[config.mk]
export PLATFORM = sky130hd
export DESIGN_NAME = riscboy_ppu_mem_responder
export DESIGN_NICKNAME = d
export VERILOG_FILES = /design/src/rtl/riscboy_ppu_mem_responder.sv
export SDC_FILE = /design/constraint.sdc
export NUM_CORES = 1
export LEC_CHECK = 0
export ABC_AREA = 1
export BUFFER_PORTS_ARGS = -buffer_cell sky130_fd_sc_hd__buf_2
export CAP_MARGIN = 20
export CORE_ASPECT_RATIO = 1.5
export CORE_UTILIZATION = 35
export DETAILED_ROUTE_END_ITERATION = 8
export GPL_TIMING_DRIVEN = 0
export PLACE_DENSITY_LB_ADDON = 0.08
export RECOVER_POWER = 25
export SETUP_SLACK_MARGIN = 0.2
export SYNTH_ARGS = -nofsm -noshare
export SYNTH_HDL_FRONTEND = slang
export SYNTH_SLANG_ARGS = --single-unit
[constraint.sdc]
create_clock -name i_clk -period 1.41 [get_ports i_clk]
set_input_delay 0.282 -clock i_clk [delete_from_list [all_inputs] [get_ports i_clk]]
set_output_delay 0.282 -clock i_clk [all_outputs]
set_load 0.02 [all_outputs]
[src/rtl/riscboy_ppu_mem_responder.sv]
// PPU read port: halfword reads from a 32-bit SRAM, fixed READ_LATENCY+1 cycle response, strictly in order.
// No response back-pressure; misses wait for sram_gnt, same-word hits bypass SRAM via a one-word reuse buffer.
module riscboy_ppu_mem_responder #(
    parameter int W_ADDR       = 18,
    parameter int W_DATA       = 16,
    parameter int READ_LATENCY = 2,
    parameter int ENABLE_REUSE = 1
) (
    input  logic                  i_clk,
    input  logic                  i_rst,
    input  logic [W_ADDR-1:0]     i_mem_addr,
    input  logic                  i_mem_addr_vld,
    output logic                  o_mem_addr_rdy,
    output logic [W_DATA-1:0]     o_mem_rdata,
    output logic                  o_mem_rdata_vld,
    output logic [W_ADDR-2:0]     o_sram_addr,
    output logic                  o_sram_req,
    input  logic                  i_sram_gnt,
    input  logic [2*W_DATA-1:0]   i_sram_rdata,
    input  logic                  i_reuse_inval,
    output logic                  o_busy
);

    localparam int W_WADDR = W_ADDR - 1;
    localparam int W_WORD  = 2 * W_DATA;

    logic [W_WADDR-1:0]      w_word_addr;
    logic                    w_hit;
    logic                    w_accept;
    logic                    w_accept_miss;
    logic [W_WORD-1:0]       w_word_buf;

    logic [READ_LATENCY-1:0] r_pipe_vld;
    logic [READ_LATENCY-1:0] r_pipe_hit;
    logic [READ_LATENCY-1:0] r_pipe_hsel;

    logic                    w_exit_vld;
    logic                    w_exit_hit;
    logic                    w_exit_hsel;
    logic [W_WORD-1:0]       w_exit_word;
    logic [W_DATA-1:0]       w_exit_half;

    logic [W_DATA-1:0]       r_rdata;
    logic                    r_rdata_vld;

    assign w_word_addr   = i_mem_addr[W_ADDR-1:1];
    assign w_accept      = i_mem_addr_vld && o_mem_addr_rdy;
    assign w_accept_miss = w_accept && !w_hit;

    assign o_sram_req     = i_mem_addr_vld && !w_hit;
    assign o_sram_addr    = w_word_addr;
    assign o_mem_addr_rdy = w_hit || i_sram_gnt;

    assign w_exit_vld  = r_pipe_vld[READ_LATENCY-1];
    assign w_exit_hit  = r_pipe_hit[READ_LATENCY-1];
    assign w_exit_hsel = r_pipe_hsel[READ_LATENCY-1];

    generate
        if (ENABLE_REUSE != 0) begin : g_reuse
            logic [W_WADDR-1:0] r_tag;
            logic               r_tag_vld;
            logic [W_WORD-1:0]  r_word_buf;

            // Tag is claimed at issue so back-to-back same-word reads hit before the data returns.
            always_ff @(posedge i_clk) begin
                if (i_rst) begin
                    r_tag      <= '0;
                    r_tag_vld  <= 1'b0;
                    r_word_buf <= '0;
                end else begin
                    if (w_accept_miss) begin
                        r_tag     <= w_word_addr;
                        r_tag_vld <= 1'b1;
                    end else if (i_reuse_inval) begin
                        r_tag_vld <= 1'b0;
                    end
                    if (w_exit_vld && !w_exit_hit) begin
                        r_word_buf <= i_sram_rdata;
                    end
                end
            end

            assign w_hit      = r_tag_vld && (r_tag == w_word_addr) && !i_reuse_inval;
            assign w_word_buf = r_word_buf;
        end else begin : g_no_reuse
            assign w_hit      = 1'b0;
            assign w_word_buf = '0;
        end
    endgenerate

    // Last stage lines up with the cycle sram_rdata is valid for the oldest miss.
    always_ff @(posedge i_clk) begin
        if (i_rst) begin
            r_pipe_vld  <= '0;
            r_pipe_hit  <= '0;
            r_pipe_hsel <= '0;
        end else begin
            r_pipe_vld[0]  <= w_accept;
            r_pipe_hit[0]  <= w_hit;
            r_pipe_hsel[0] <= i_mem_addr[0];
            for (int k = 1; k < READ_LATENCY; k++) begin
                r_pipe_vld[k]  <= r_pipe_vld[k-1];
                r_pipe_hit[k]  <= r_pipe_hit[k-1];
                r_pipe_hsel[k] <= r_pipe_hsel[k-1];
            end
        end
    end

    assign w_exit_word = w_exit_hit ? w_word_buf : i_sram_rdata;
    assign w_exit_half = w_exit_hsel ? w_exit_word[W_WORD-1:W_DATA] : w_exit_word[W_DATA-1:0];

    always_ff @(posedge i_clk) begin
        if (i_rst) begin
            r_rdata     <= '0;
            r_rdata_vld <= 1'b0;
        end else begin
            r_rdata_vld <= w_exit_vld;
            if (w_exit_vld) begin
                r_rdata <= w_exit_half;
            end
        end
    end

    assign o_mem_rdata     = r_rdata;
    assign o_mem_rdata_vld = r_rdata_vld;
    assign o_busy          = (|r_pipe_vld) || r_rdata_vld;

endmodule

==> results.md, run 1 <==
- Result of the run: finished, violations left
- Violations in the final reports: negative setup slack
- Total negative slack for setup checks: -4860 ps
- Row Count: 45
- Number of flip-flops and latches in the synthesized netlist: 73
- Count of flip-flops with a built-in enable after synthesis: 0
- Crit path max-delay family: simple AND/OR/NAND/NOR gates
- Detail Placement HPWL: around 8.0 mm
- Cell area after layout: about 5700 um^2
- Final Routed Wirelength: 11.6 mm
- Top area cells in the synthesized netlist: dfxtp_1 (40%), nand2_1 (12%), o21ai_0 (11%)
- Highest net fanout along the worst path: 3
- Initial cell density of the core: 0.362
- CTS tree: done
- Clock root cell: clkbuf_16
- Total nets after synthesis: just over 600
- Post-Synthesis Cell Area: roughly 3700 um^2
- Iteration-0 DRC count of the detailed router: 96
- Global placement routability congestion: just under 0.8
- Congestion Overflow GR: 0
- WP buf/inv: 2
- Most used standard cells in the synthesized netlist: nand2_1 (115), o21ai_0 (80), dfxtp_1 (73), inv_1 (69), a21oi_1 (65)
- Final Critical Period: around 1800 ps
- LEAKAGE: 2.57 nW
- Data required time at the worst endpoint: between 1000 and 1500 ps
- Via total after detailed routing: around 3900
- Final Hold Vio Count: 0
- Count of port buffers added during placement: just under 90
- Chip Height: roughly 130 um
- Maximum number of buffers from clock root to sink: 2
- Layout overhead on the synthesized area: 53.3%
- Post-Place Worst Slack: -440 ps
- Number of antenna violations at the first check in global routing: 0
- First-pass GRT wire length: ~18 mm
- Capturing element type of the critical path: output pin
- Drt via density: 4.70
- IO Pins: 92
- Critical path startpoint category: register
- Cell taking the most area after synthesis: dfxtp_1
- Detail-routed net length per standard cell: around 14 um
- Vias in the first global route: around 3700
- Number of buffers inserted during clock tree synthesis: 9
- Sinks on Clock Net: between 70 and 80
- Post-synth ARST share: 0
- Synthesized area per cell: about 6.7 um^2
- Core region area: just over 10000 um^2
- Share of Yosys cell area claimed by the top area cell type: 0.396
- Type of the worst setup path: reg -> out
- Path category of the worst min-delay check: in -> reg
- Total Die Area: ~11000 um^2
- Number of antenna diodes: 0
- Final setup violation count: 20
- Maximum capacitance violations: 0
- Insertion delay of the later-clocked pin in the worst-skew pair: 330 ps
- VDD IR max: about 0.00063 V
- Largest net degree at the start of global routing: 13
- Final period util: 1.27
- Number of instances in the synthesized netlist: 550
- CP cell instances: inv_2, nand2_2, nand2_1, nor2_1, nand2_1, nor2_4, nand3_4, nand2_4, buf_6
- Library cells used by synthesis: 26
- Worst-Margin Slew: about 690 ps
- Gr usage total: 0.210
- Post-DP Area: approximately 4300 um^2
- Synth warnings: 0
- Max-slew headroom: 0.539
- Tot Pwr: between 0.005 and 0.006 W
- Ratio of cells with drive above 1 in the final layout: 0.396
- Clock skew after layout: 6.09 ps
- Reg clk slew, reported paths: roughly 60 ps
- Total count of max-transition violations in the final report: 0
- Most used flip-flop cell after synthesis: dfxtp_1
- Remaining antenna violation count after routing: 0
- PnR worst setup slack: -375 ps
- H-tree depth reported by CTS: 3
- Number of hold-repair buffers added at the cts stage: 0
- Top-count cell post-synth: nand2_1
- Final-stage net count: ~740
- Detailed-route DRC error count: 0
- Signal arrival time at the worst endpoint: roughly 1500 ps
- Worst hold margin: 150 ps
- CP dominant cell by count: nand2_1
- Max incr delay on CP: 330 ps
- Sequential cell area fraction in the yosys report: 0.396
- Pwr/cell area: 927 nW/um^2
- Die Wd: around 86 um
- Unrepaired setup endpoints after global routing: true
- Detailed-routing iteration count for the pre-antenna-repair pass: 4
- FMAX: between 0.5 and 0.6 GHz
- Worst-path cell with the longest stage delay: dfxtp_2
==> sequential cells by signal (all words and copies together) (netlist names) <==
name,flops
r_pipe_vld,2
g_reuse.r_tag,17
r_pipe_hsel,2
g_reuse.r_word_buf,32
g_reuse.r_tag_vld,1
o_mem_rdata_vld,1
r_pipe_hit,2
o_mem_rdata,16
==> cells in the final DEF, fill, tap and decap left out, types with 8 or more instances in the layout <==
| cell type | count |
|---|---|
| clkbuf_1 | 32 |
| dfxtp_2 | 8 |
| inv_1 | 64 |
| dfxtp_1 | 65 |
| a21oi_1 | 42 |
| nor2_1 | 33 |
| nand2_1 | 86 |
| nand2_4 | 17 |
| nand2_2 | 22 |
| clkinv_1 | 10 |
| o21ai_2 | 23 |
| buf_6 | 10 |
| clkbuf_16 | 17 |
| buf_4 | 35 |
| buf_2 | 67 |
| o21ai_0 | 43 |
| a21oi_2 | 23 |
| nand4_1 | 21 |
==> area by class of cell <==
type / instances / area [um^2]
fill: 990 / 4540
clock buffer: 13 / 260
sequential: 73 / 1470
clock inverter: 3 / 15.0
timing repair buffer: 120 / 815
multi-input combinational: 347 / 2110
timing repair inverter: 1 / 16.3
inverter: 80 / 329
buffer: 50 / 463
tap: 141 / 176
==> layer usage <==
metal  share of wire  vias up  global-route usage
met1            0.39     1767               0.213
met4           0.026        0              0.0902
met2            0.55       89               0.413
li1                -     2011                   -
met3           0.033       21              0.0348
met5               0        -                   0
==> worst paths after layout <==
kind	to	start	slack (ps)	cells past startpoint
setup / recovery	o_mem_addr_rdy	g_reuse.r_tag[0]	-370	9
hold / removal	r_pipe_hsel[0]	i_mem_addr[0]	150	3
setup reg to reg	g_reuse.r_tag[7]	g_reuse.r_tag[0]	-260	13
hold reg to reg	r_pipe_hsel[1]	r_pipe_hsel[0]	400	2
==> tightest hold or removal path: cells and delay by family <==
family	cells	cell delay, ps
buf+inv	2	100
simple gates	1	60
==> cells by family after synthesis <==
family,synth area share
and+or+nand+nor,0.239
AOI/OAI and AO/OA,0.199
buffers and inverters,0.157
DFF,0.396
xor gates and xnor gates,0.00950
==> metrics by stage <==
stage / cells / util
after floorplan: 550 / -
after global placement: 780 / 0.426
after detailed placement: 780 / 0.426
after CTS: 817 / 0.508
after global routing: 828 / 0.555
final: 828 / 0.555
==> timing repair <==
action                     CTS  global route
pin swaps                   36            39
gates cloned                 3             4
setup buffers               18             7
setup endpoints to repair   71            71
resized for setup          124           113
==> where the power goes <==
| group | switching [W] | internal (W) | leakage [nW] |
|---|---|---|---|
| registers | 0.0000407 | 0.00215 | 0.598 |
| clock network | 0.000866 | 0.00128 | 0.139 |
| logic | 0.000525 | 0.000380 | 1.83 |
Power figures use the tool's default switching activity.
==> inputs of run 2 (changes only) <==
- CORE_MARGIN: not set -> 3
- SETUP_SLACK_MARGIN: 0.2 -> not set
==> run 2 against run 1 <==
Net effect: the flow still finishes with violations (negative setup slack); final area down 7.2%; clock power up 13%; non-clock buffer count up 17; global-route usage down 1.6 points; sequential share of layout area up 2.2 points; total power up 5.6%; maximum frequency up 0.34%; sequential power about the same; combinational power up 2%; final cell count up 1.8%; via count up 2.5%; worst setup slack better by 6.0 ps; critical path type unchanged; critical endpoint is now o_sram_req.
==> results.md, run 2 (synthesized netlist as in run 1, its figures left out) <==
- Highest net fanout along the worst path: 3
- Core region area: between 10000 and 15000 um^2
- Vias in the first global route: ~4000
- Maximum capacitance violations: 0
- Result of the run: finished, violations left
- Global placement routability congestion: about 0.85
- Gr usage total: 0.194
- IO Pins: between 90 and 100
- Worst-Margin Slew: roughly 560 ps
- Most crowded layer after global routing: met2
- Clock skew after layout: approximately 4.7 ps
- FMAX: ~0.56 GHz
- Worst-path cell with the longest stage delay: dfxtp_1
- Insertion delay of the later-clocked pin in the worst-skew pair: about 330 ps
- CTS tree: done
- Most used cells in the layout excluding fill and tap cells: nand2_1 (89), buf_2 (71), o21ai_0 (67)
- Worst r2r src: g_reuse.r_tag[8]
- Row Count: 45
- Detailed-route DRC error count: 0
- Die Wd: between 80 and 90 um
- WP buf/inv: 1
- Max-slew headroom: 0.628
- Fraction of met2 tracks used by global routing: 0.361
- Met3 demand-to-capacity share in global routing: 0.0344
- Unrepaired setup endpoints after global routing: true
- Reg clk slew, reported paths: roughly 60 ps
- Critical path startpoint category: register
- Most common cell after layout, fill and taps aside: nand2_1
- Met1 usage in global routing: 0.205
- Type of the worst setup path: reg -> out
- LEAKAGE: 2.40 nW
- Crit path max-delay family: simple AND/OR/NAND/NOR gates
- Cell area after layout: approximately 5200 um^2
- Register bank with the most flops: g_reuse.r_word_buf
- Logic depth of the worst setup path including buffers: 7
- Layout overhead on the synthesized area: 42.3%
- Post-Place Worst Slack: -478 ps
- Detailed-routing iteration count for the pre-antenna-repair pass: 5
- Final setup violation count: 20
- Final Routed Wirelength: between 10 and 15 mm
- Final Critical Period: 1780 ps
- Count of port buffers added during placement: 89
- Clock root cell: clkbuf_16
- PnR worst setup slack: -369 ps
- Final-stage net count: 753
- Capturing element type of the critical path: output pin
- Launch point of the worst path: g_reuse.r_tag[16]
- Flip-flop count of the largest register, all copies and words added: 32
- Maximum number of buffers from clock root to sink: 2
- Post-DP Area: between 4000 and 5000 um^2
- Largest net degree at the start of global routing: 12
- VDD IR max: about 0.00065 V
- Violations in the final reports: negative setup slack
- Setup slack of the most critical reg-to-reg path: -310 ps
- Signal arrival time at the worst endpoint: roughly 1500 ps
- Final Hold Vio Count: 0
- Final core occ: 0.515
- Data required time at the worst endpoint: around 1100 ps
- Total count of max-transition violations in the final report: 0
- Sinks on Clock Net: 73
- H-tree depth reported by CTS: 3
- Initial cell density of the core: 0.362
- CP Capture Point: o_sram_req
- Number of antenna violations at the first check in global routing: 0
- Via total after detailed routing: about 4000
- Total Die Area: between 10000 and 15000 um^2
- Ratio of cells with drive above 1 in the final layout: 0.356
- Number of antenna diodes: 0
- Final period util: 1.26
- Detail-routed net length per standard cell: between 10 and 15 um
- Iteration-0 DRC count of the detailed router: roughly 120
- Chip Height: 132 um
- Pwr/cell area: roughly 1100 nW/um^2
- Remaining antenna violation count after routing: 0
- Endpoint of the lowest-slack register-to-register path: r_pipe_hit[0]
- Path category of the worst min-delay check: in -> reg
- CP dominant cell by count: nand2_1
- Worst reg-to-reg path cell count: 13
- Number of buffers inserted during clock tree synthesis: 9
- Detail Placement HPWL: 8.21 mm
- Congestion Overflow GR: 0
- First-pass GRT wire length: 18.6 mm
- CP cell instances: nand2_1, nand2_1, nor2_1, nand2_1, nor2_4, a31oi_1, buf_4
- Drt via density: roughly 4.7
- Max incr delay on CP: between 300 and 400 ps
run 2: changes by cell type in the layout (fill, tap and decap cells not counted), sizes merged:
cell,before,now
inv,69,70
bufinv,0,2
buf,124,144
clkinv,15,11
clkbuf,59,55
run 2: through the flow:
step	power, W	cells	TNS (ps)	hold WS, ps
final	0.00554	843	-4620	154
after global routing	0.00578	843	-7000	174
after CTS	0.00554	839	-4810	148
after detailed placement	0.00292	780	-15500	396
after global placement	0.00290	780	-14250	391
after floorplan	0.00267	550	0	388
run 2: routing by layer:
| metal | up-vias | part of all wire |
|---|---|---|
| met4 | 0 | 0.033 |
| met2 | 107 | 0.54 |
| met3 | 27 | 0.038 |
| li1 | 2031 | - |
| met1 | 1820 | 0.39 |
| met5 | - | 0 |
run 2: area by class of cell:
| type | instances | area [um^2] |
|---|---|---|
| inverters | 80 | 305 |
| flip-flops and latches | 73 | 1480 |
| clock buffers | 12 | 246 |
| multi-input cells | 347 | 1800 |
| well taps | 141 | 176 |
| plain buffers | 48 | 290 |
| repair buffers | 139 | 882 |
| clock inverters | 3 | 65.1 |
| fillers | 1057 | 4940 |
run 2: tightest hold or removal path, cell delays in order:
cell	delay [ps]
buf_2	70
inv_1	30
nor2_1	60
run 2: how the worst min path moves through the flow:
stage                         from        endpoint  depth (start not counted)
global route         i_mem_addr[0]  r_pipe_hsel[0]                          3
finish               i_mem_addr[0]  r_pipe_hsel[0]                          3
global placement     r_pipe_hit[0]   r_pipe_hit[1]                          2
CTS                  i_mem_addr[0]  r_pipe_hsel[0]                          3
detailed placement  r_pipe_hsel[0]  r_pipe_hsel[1]                          2
floorplan            r_pipe_hit[0]   r_pipe_hit[1]                          2
run 2: repair_timing:
action / in CTS / in global routing
setup buffers: 45 / 4
hold endpoints to repair: 0 / 0
hold buffers: 0 / 0
endpoints found under the setup margin: 67 / 62
gates cloned: 1 / 0
pin swaps: 25 / 21
gates resized for setup: 71 / 54
run 2: where the power goes:
part / total [W] / switching [W] / internal, W
combinational: 0.000921 / 0.000508 / 0.000413
sequential: 0.00219 / 0.0000413 / 0.00215
clock: 0.00242 / 0.000837 / 0.00159
total: 0.00554 / 0.00139 / 0.00415
==> inputs of run 3 (changes only) <==
- ABC_AREA: 1 -> not set
==> run 3 against run 2 <==
Net effect: the run still ends with negative setup slack left; critical endpoint unchanged; worst setup slack worse by 220 ps; synthesized cell count shrank 28%; maximum frequency down 11%; area after synthesis fell by 1.6%; sequential share of layout area rose by 0.76 points; via count fell by 17%; clock skew is 2.8 ps higher; critical path type unchanged; sequential power is essentially flat; wire length is 5.3% lower; non-clock buffer count decreased by 25; hold slack improved by 27 ps.
==> results.md, run 3 <==
- IO Pins: 92
- Crit path max-delay family: simple AND/OR/NAND/NOR gates
- Detail Placement HPWL: around 7.4 mm
- Worst r2r src: g_reuse.r_tag[1]
- Setup slack of the most critical reg-to-reg path: -220 ps
- Violations in the final reports: negative setup slack
- Max incr delay on CP: ~340 ps
- Result of the run: finished, violations left
- Most used flip-flop cell after synthesis: dfxtp_1
- Number of flip-flops and latches in the synthesized netlist: 73
- Highest net fanout along the worst path: 4
- Maximum number of buffers from clock root to sink: 2
- Sequential cell area fraction in the yosys report: 0.403
- Layout overhead on the synthesized area: 41.4%
- Synthesized area per cell: 9.19 um^2
- Sequential cell area: roughly 1500 um^2
- Detailed-routing iteration count for the pre-antenna-repair pass: 4
- Signal arrival time at the worst endpoint: 1710 ps
- Count of flip-flops with a built-in enable after synthesis: 0
- Share of Yosys cell area claimed by the top area cell type: 0.403
- WP buf/inv: 2
- Most common cell after layout, fill and taps aside: buf_2
- Worst-Margin Slew: ~660 ps
- Flip-flop count of the largest register, all copies and words added: 32
- Ratio of cells with drive above 1 in the final layout: 0.419
- Detail-routed net length per standard cell: 16.8 um
- Final core occ: 0.518
- Vias in the first global route: ~3300
- Post-DP Area: 4250 um^2
- Total Die Area: roughly 12000 um^2
- Via total after detailed routing: around 3300
- Hold Path Depth: 2
- Gr usage total: 0.189
- Capture endpoint of the worst hold path: r_pipe_hsel[0]
- CP cell instances: xnor2_2, nand4_1, nor3_4, buf_6, nand2_4, and2_4, buf_6
- PnR worst setup slack: -587 ps
- Capturing element type of the critical path: output pin
- CTS tree: done
- Final period util: 1.42
- Post-Synthesis Cell Area: 3630 um^2
- Pwr/cell area: approximately 1100 nW/um^2
- Worst hold start: i_mem_addr[0]
- Post-synth ARST share: 0
- Worst reg-to-reg path cell count: 8
- Clock skew after layout: between 7 and 8 ps
- Cell area after layout: a little over 5000 um^2
- Chip Height: roughly 130 um
- Final Critical Period: 2000 ps
- Number of antenna violations at the first check in global routing: 0
- Critical path startpoint category: register
- Path category of the worst min-delay check: in -> reg
- Unrepaired setup endpoints after global routing: true
- Maximum capacitance violations: 0
- Final-stage net count: 573
- Final Hold Vio Count: 0
- Row Count: 44
- Type of the worst setup path: reg -> out
- Global placement routability congestion: 0.808
- Most used cells in the layout excluding fill and tap cells: buf_2 (78), nand2_1 (65), dfxtp_1 (57)
- VDD IR max: about 0.00061 V
- Count of port buffers added during placement: 90
- Endpoint of the lowest-slack register-to-register path: g_reuse.r_tag[15]
- Data required time at the worst endpoint: roughly 1100 ps
- Top area cells in the synthesized netlist: dfxtp_1 (40%), mux4_2 (9.9%), nand2_1 (6.8%)
- FMAX: 0.501 GHz
- Synth warnings: 0
- Worst-path cell with the longest stage delay: dfxtp_2
- Most used standard cells in the synthesized netlist: dfxtp_1 (73), nand2_1 (66), a21oi_1 (33), nand4_1 (21)
- Final Routed Wirelength: roughly 11 mm
- Core region area: 9910 um^2
- Number of antenna diodes: 0
- Multi-input logic area: slightly above 2000 um^2
- Number of instances in the synthesized netlist: 395
- Filler cell count in the final layout: 928
- Congestion Overflow GR: 0
- Insertion delay of the later-clocked pin in the worst-skew pair: between 300 and 400 ps
- Max-slew headroom: 0.560
- CP dominant cell by count: buf_6
- LEAKAGE: between 2 and 2.5 nW
- Iteration-0 DRC count of the detailed router: approximately 110
- Cell taking the most area after synthesis: dfxtp_1
- Register bank with the most flops: g_reuse.r_word_buf
- Drt via density: between 5 and 6
- Sinks on Clock Net: 73
- Library cells used by synthesis: 28
- Total nets after synthesis: 450
- Number of buffers inserted during clock tree synthesis: 9
- Clock root cell: clkbuf_16
- Die Wd: slightly below 90 um
- Top-count cell post-synth: dfxtp_1
- Initial cell density of the core: 0.366
- Final setup violation count: 22
- Detailed-route DRC error count: 0
- Reg clk slew, reported paths: roughly 60 ps
- First-pass GRT wire length: 16.8 mm
- H-tree depth reported by CTS: 3
- Total count of max-transition violations in the final report: 0
- Largest net degree at the start of global routing: 13
- Remaining antenna violation count after routing: 0
- Tot Pwr: between 0.005 and 0.006 W
==> run 3: kinds of logic after synthesis <==
family	count (synthesis)	synth area share
xor+xnor	17	0.0410
mux	32	0.143
buf+inv	52	0.0838
compound gates	51	0.0889
simple gates	170	0.240
flops	73	0.403
==> run 3: what timing repair did <==
item | 4_1_cts | 5_1_grt
cloned | 2 | 0
hold buffers | 0 | 0
setup buffers | 19 | 2
setup endpoints to repair | 62 | 67
resized for setup | 45 | 44
pin swaps | 31 | 14
==> run 3: worst max-delay path by stage <==
stage | start | endpoint | slack (ps) | cells past startpoint
after CTS | g_reuse.r_tag[9] | o_sram_req | -590 | 7
after global placement | i_mem_addr[15] | o_sram_req | -670 | 8
after global routing | g_reuse.r_tag[8] | o_sram_req | -640 | 7
after floorplan | g_reuse.r_tag[9] | o_sram_req | -120 | 6
final | g_reuse.r_tag[1] | o_sram_req | -590 | 7
after detailed placement | i_mem_addr[15] | o_sram_req | -650 | 8
==> run 3: stage by stage <==
step / setup TNS, ps / std cells / setup slack, ps / hold WS, ps
floorplan: -206 / 395 / -122 / 410
global placement: -17330 / 600 / -668 / 424
detailed placement: -17520 / 600 / -650 / 433
CTS: -4790 / 637 / -589 / 181
global route: -8320 / 638 / -640 / 183
finish: -4370 / 638 / -587 / 181
==> run 3: area by class of cell <==
cell class	count	area share
Clock inverter	5	0.0200
Multi-Input combinational cell	270	0.400
Clock buffer	11	0.0473
Sequential cell	73	0.290
Buffer	50	0.0753
Tap cell	115	0.0280
Timing Repair Buffer	112	0.138
Inverter	2	0.00146
==> run 3: per-layer routing <==
metal / track usage / wire length, um
met5: 0 / 0
met4: 0.0771 / 255
met3: 0.0358 / 382
met2: 0.342 / 5740
met1: 0.213 / 4370
==> run 3: report_power, final <==
part	total [W]	internal [W]	switching, W
registers	0.00221	0.00215	0.0000637
clock network	0.00264	0.00177	0.000865
logic	0.000714	0.000355	0.000359
